--- src/rtl/bcd_seq_adder.sv ---
// bcd_seq_adder: N-digit packed-BCD adder that resolves one decimal digit per
// clock, least significant digit first. Operands are latched on start; the sum
// is committed together with a one-cycle done pulse and held until the next
// completion.
//
// Optional feature macro: BCD_SEQ_ADDER_SUB_EN
//   Defined  : adds a 'sub' input. When set with start, y is replaced digit by
//              digit with its 9's complement and the carry-in is forced to 1, so
//              the result is x - y (cout=1: no borrow; cout=0: 10's complement).
//   Undefined: add only, no 'sub' port.
module bcd_seq_adder #(
  parameter int DIGITS = 4
) (
  input  logic                  clk,
  input  logic                  rst,
  input  logic                  start,
  input  logic [4*DIGITS-1:0]   x,
  input  logic [4*DIGITS-1:0]   y,
  input  logic                  cin,
`ifdef BCD_SEQ_ADDER_SUB_EN
  input  logic                  sub,
`endif
  output logic [4*DIGITS-1:0]   out,
  output logic                  cout,
  output logic                  busy,
  output logic                  done,
  output logic                  err
);

  localparam int W  = 4 * DIGITS;
  localparam int IW = (DIGITS > 1) ? $clog2(DIGITS) : 1;

  typedef enum logic [1:0] {
    IDLE,
    RUN,
    DONE
  } state_t;

  state_t          state;
  logic [W-1:0]    xa;        // latched x, shifted right one digit per step
  logic [W-1:0]    ya;        // latched (possibly complemented) y, shifted likewise
  logic [W-1:0]    work;      // partial sum, digits enter at the top
  logic [IW-1:0]   idx;
  logic            c;         // decimal carry between digit steps
  logic            flag;      // some latched operand digit was > 9

  logic            sub_eff;
  logic [4:0]      sum;
  logic [3:0]      digit;
  logic            carry_next;
  logic [W-1:0]    work_next;
  logic            last;

`ifdef BCD_SEQ_ADDER_SUB_EN
  assign sub_eff = sub;
`else
  assign sub_eff = 1'b0;
`endif

  // True when any 4-bit digit of v is not a legal BCD digit.
  function automatic logic has_bad_digit(input logic [W-1:0] v);
    logic bad;
    bad = 1'b0;
    for (int i = 0; i < DIGITS; i++) begin
      if (v[4*i +: 4] > 4'd9) bad = 1'b1;
    end
    return bad;
  endfunction

  // Digit-wise 9's complement (9 - d, wrapping in 4 bits for illegal digits).
  function automatic logic [W-1:0] nines(input logic [W-1:0] v);
    logic [W-1:0] r;
    r = '0;
    for (int i = 0; i < DIGITS; i++) begin
      r[4*i +: 4] = 4'd9 - v[4*i +: 4];
    end
    return r;
  endfunction

  // Single-digit decimal adder on the current least significant digits.
  always_comb begin
    // NOTE: every signal written here gets a value before any branch, so no latch can be inferred.
    sum        = {1'b0, xa[3:0]} + {1'b0, ya[3:0]} + {4'b0, c};
    carry_next = 1'b0;
    digit      = sum[3:0];
    if (sum > 5'd9) begin
      carry_next = 1'b1;
      digit      = 4'(sum + 5'd6);
    end
    work_next = (work >> 4) | (W'(digit) << (W - 4));
    last      = (idx == IW'(DIGITS - 1));
  end

  // Control FSM, operand latching, digit stepping and result commit.
  always_ff @(posedge clk or posedge rst) begin
    if (rst) begin
      state <= IDLE;
      xa    <= '0;
      ya    <= '0;
      work  <= '0;
      idx   <= '0;
      c     <= 1'b0;
      flag  <= 1'b0;
      out   <= '0;
      cout  <= 1'b0;
      err   <= 1'b0;
      busy  <= 1'b0;
      done  <= 1'b0;
    end else begin
      // NOTE: non-blocking assignments so every register samples pre-edge values.
      case (state)
        IDLE, DONE: begin
          done <= 1'b0;
          if (start) begin
            xa    <= x;
            ya    <= sub_eff ? nines(y) : y;
            c     <= sub_eff ? 1'b1 : cin;
            flag  <= has_bad_digit(x) | has_bad_digit(y);
            work  <= '0;
            idx   <= '0;
            busy  <= 1'b1;
            state <= RUN;
          end else begin
            state <= IDLE;
          end
        end
        RUN: begin
          xa   <= xa >> 4;
          ya   <= ya >> 4;
          c    <= carry_next;
          work <= work_next;
          idx  <= idx + 1'b1;
          if (last) begin
            out   <= work_next;
            cout  <= carry_next;
            err   <= flag;
            done  <= 1'b1;
            busy  <= 1'b0;
            state <= DONE;
          end
        end
        default: state <= IDLE;
      endcase
    end
  end

endmodule

--- config.mk ---
export PLATFORM = sky130hd
export DESIGN_NAME = bcd_seq_adder
export DESIGN_NICKNAME = d
export VERILOG_FILES = /design/src/rtl/bcd_seq_adder.sv
export SDC_FILE = /design/constraint.sdc
export NUM_CORES = 1
export LEC_CHECK = 0
export ABC_AREA = 1
export BUFFER_PORTS_ARGS = -buffer_cell sky130_fd_sc_hd__buf_4
export CAP_MARGIN = 20
export CORE_UTILIZATION = 45
export DETAILED_ROUTE_END_ITERATION = 7
export PLACE_DENSITY = 0.76
export REMOVE_ABC_BUFFERS = 1
export SLEW_MARGIN = 30
export SYNTH_ARGS = -nofsm -noshare
export SYNTH_HDL_FRONTEND = slang
export SYNTH_SLANG_ARGS = --single-unit
--- constraint.sdc ---
create_clock -name clk -period 2.5 [get_ports clk]
set_input_delay 0.25 -clock clk [delete_from_list [all_inputs] [get_ports clk]]
set_output_delay 0.25 -clock clk [all_outputs]
set_load 0.01 [all_outputs]
==> reports/results.txt <==
DRC Markers = 0
measured slew at the worst slew-check pin = 0.767 ns
critical path endpoint category = flip-flop
worst hold margin = 0.0980 ns
CP cell instances = fa_2 -> fa_2 -> inv_2 -> ha_2 -> inv_2 -> nor2_2 -> a21oi_2 -> nand2_2 -> nand2_4 -> nand2_1 -> nand2_1 -> nand2_1 -> nand2_1
Final HPWL DP = 4480 um
clock skew = 0.00711 ns
Unique masters post-synth = 26
drt initial violations = 165
Worst Reg-to-Reg Cells = 13
f_max = 408 MHz
WL met1 = 3120 um
I/O Pins = 56
drt wl/cell = 14.6 um
Slew HR = 48.8%
hold depth = 3
clock-pin slew on the worst setup and hold paths = 0.07 ns
CP required = 2.80 ns
highest routed layer = met4
reg2reg start = ya[0]$_DFFE_PP0P_
Leakage Power = 1.94 nW
fin. max-slew vios = 0
initial core utilization = 47.9%
CP max stage delay = 0.62 ns
clock latency on the worst-skew pair = 0.36 ns
fill count = 563
Inst Count DP = 453
flops & latches, synth = 70
Final Critical Period = 2.45 ns
status = finished, final reports clean
Max VDD drop = 594 uV
n_diodes = 0
gr usage total = 20.7%
crit path DAT = 2.75 ns
Tcrit/Tclk final = 98.1%
CTS tree = done
met2 WL post-DR = 3370 um
Avg Cell Area, Syn = 9.38 um2
row cnt = 29
CTS Sinks = 70
max-cap check violation count = 0
final hold vios = 0
share of post-route cells with drive strength above 1 = 24.6%
antenna violations before repair = 0
Final Power = 0.00638 W
CP max FO = 5
PwrDens = 1630 nW/um2
H-tree Lvls = 3
met3 routed WL = 337 um
GP Congestion = 0.888
routed vias = 2533
Crit Path Category = reg -> reg
die height = 85.2 um
Finished Layout Cells = 475
hold endpoint = xa[14]$_DFFE_PP0P_
Die X = 85.2 um
Crit-path slowest cell = fa_2
largest net degree at the start of global routing = 43
Final Util = 60.2%
vias in the first global route = 2620
root buf cell = clkbuf_8
FF-to-FF End = work[15]$_DFFE_PP0P_
Port Buffers = 55
grt ovf = 0
Hold Path Class = in -> reg
Synth Instances = 332
vias per inst = 5.33
clock buffer count from CTS = 9
register area share after synthesis = 56.3%
Most common cell on crit path = nand2_1
hold_sp = x[14]
core area = 6490 um2
worst reg-to-reg setup slack = 0.05 ns
Yosys warnings = 0
Final ANT Viol Nets = 0
Critical Path Source Type = flip-flop
setup TNS = 0 ns
die area = 7250 um2
Post-synth ARST share = 100%
EDFF count, synth = 0
area grow syn2layout = 25.6%
routed wire length = 6950 um
first-pass iteration count of the detailed router = 5
Final nets = 436
clock buffer depth = 2
global-route wire length before repair = 11600 um
Main synth FF type = dfrtp_1
Setup-failing EPs final = 0
post-synth design cell area = 3110 um2
-- worst max-delay path by stage --
stage                                 start                   end  slack, ns
final                     ya[0]$_DFFE_PP0P_  work[15]$_DFFE_PP0P_       0.05
after floorplan               c$_DFFE_PP0P_  work[13]$_DFFE_PP0P_       0.19
after CTS                     c$_DFFE_PP0P_  work[13]$_DFFE_PP0P_       0.02
after detailed placement      c$_DFFE_PP0P_  work[13]$_DFFE_PP0P_      -0.04
after global routing      ya[0]$_DFFE_PP0P_  work[15]$_DFFE_PP0P_      -0.07
after global placement        c$_DFFE_PP0P_  work[13]$_DFFE_PP0P_        0.1
-- layout by cell type (no fill, tap or decap), drive strengths merged --
cell and count:
dfrtp 70, nand2 69, nand3 14, a22o 3, nand4 1, ha 5
buf 63, clkbuf 10, a32o 3, a21oi 23, o22ai 27, fa 2
bufinv 5, nor2 38, dlygate4sd3 1, a22oi 1, inv 32, clkinvlp 1
a31oi 1, o21ai 29
-- layer usage --
layer / track usage [%] / up-vias
met2: 35.3 / 72
met1: 24.6 / 1209
met5: 0 / -
li1: - / 1239
met3: 5.54 / 13
met4: 9.40 / 0
-- power breakdown --
part / internal, W / total, W / leakage (nW) / switching [W]
Sequential: 0.00166 / 0.00194 / 0.864 / 0.000280
Clock: 0.000865 / 0.00130 / 0.137 / 0.000435
Combinational: 0.00126 / 0.00314 / 0.944 / 0.00188
-- per-stage QoR --
stage               cell area [um2]  setup slack [ns]
floorplan                      3010             0.190
detailed placement             3550           -0.0351
global placement               3550            0.0976
CTS                            3850            0.0183
global route                   3910           -0.0666
finish                         3910            0.0465
-- worst max-delay path, delay by kind of cell (launching register included) --
family / cells / cell delay, ns
compound gates: 1 / 0.12
fa+ha+maj: 3 / 1.22
buf+inv: 2 / 0.11
flops: 1 / 0.41
simple gates: 7 / 0.53
-- flip-flops by register name, indices dropped and copies added, names as in the netlist, 2 cells and up --
register	flops
xa	16
idx	2
out	16
ya	16
work	12
state	2
-- layout make-up --
type	instances	area (um2)	area share, %
Sequential cell	70	1750	44.8
Clock inverter	6	158	4.03
Multi-Input combinational cell	216	1150	29.5
Tap cell	77	96.3	2.46
Clock buffer	10	128	3.27
Inverter	32	125	3.20
Timing Repair Buffer	64	495	12.7
-- cells in the mapped netlist, types with 2 or more instances --
| library cell | instances | area [um2] |
|---|---|---|
| buf_6 | 5 | 56.3 |
| nand2_1 | 66 | 248 |
| o21ai_1 | 3 | 15.0 |
| a21oi_1 | 22 | 110 |
| nor2_8 | 2 | 40.0 |
| dfrtp_1 | 70 | 1750 |
| nand3_1 | 14 | 70.1 |
| fa_1 | 2 | 40.0 |
| buf_4 | 3 | 22.5 |
| a22o_1 | 3 | 26.3 |
| ha_1 | 5 | 62.6 |
| inv_1 | 29 | 109 |
| a32o_1 | 3 | 30.0 |
| nor2_1 | 36 | 135 |
| o21ai_0 | 26 | 130 |
| nand2_2 | 2 | 12.5 |
| o22ai_1 | 27 | 169 |
| inv_4 | 2 | 12.5 |
| buf_2 | 5 | 25.0 |
-- cells by family after synthesis --
group | Yosys count | share of synthesized area, %
and+or+nand+nor | 122 | 16.8
AOI/OAI and AO/OA | 87 | 16.2
adders and majority gates | 7 | 3.30
DFF | 70 | 56.3
buffers and inverters | 46 | 7.48
-- timing repair --
item,4_1_cts,5_1_grt
pin swaps,0,4
hold buffers,1,0
setup buffers,0,5
endpoints found under the hold margin,28,0
gates resized for setup,1,10
setup endpoints to repair,6,7
(Power assumes the default switching activity.)
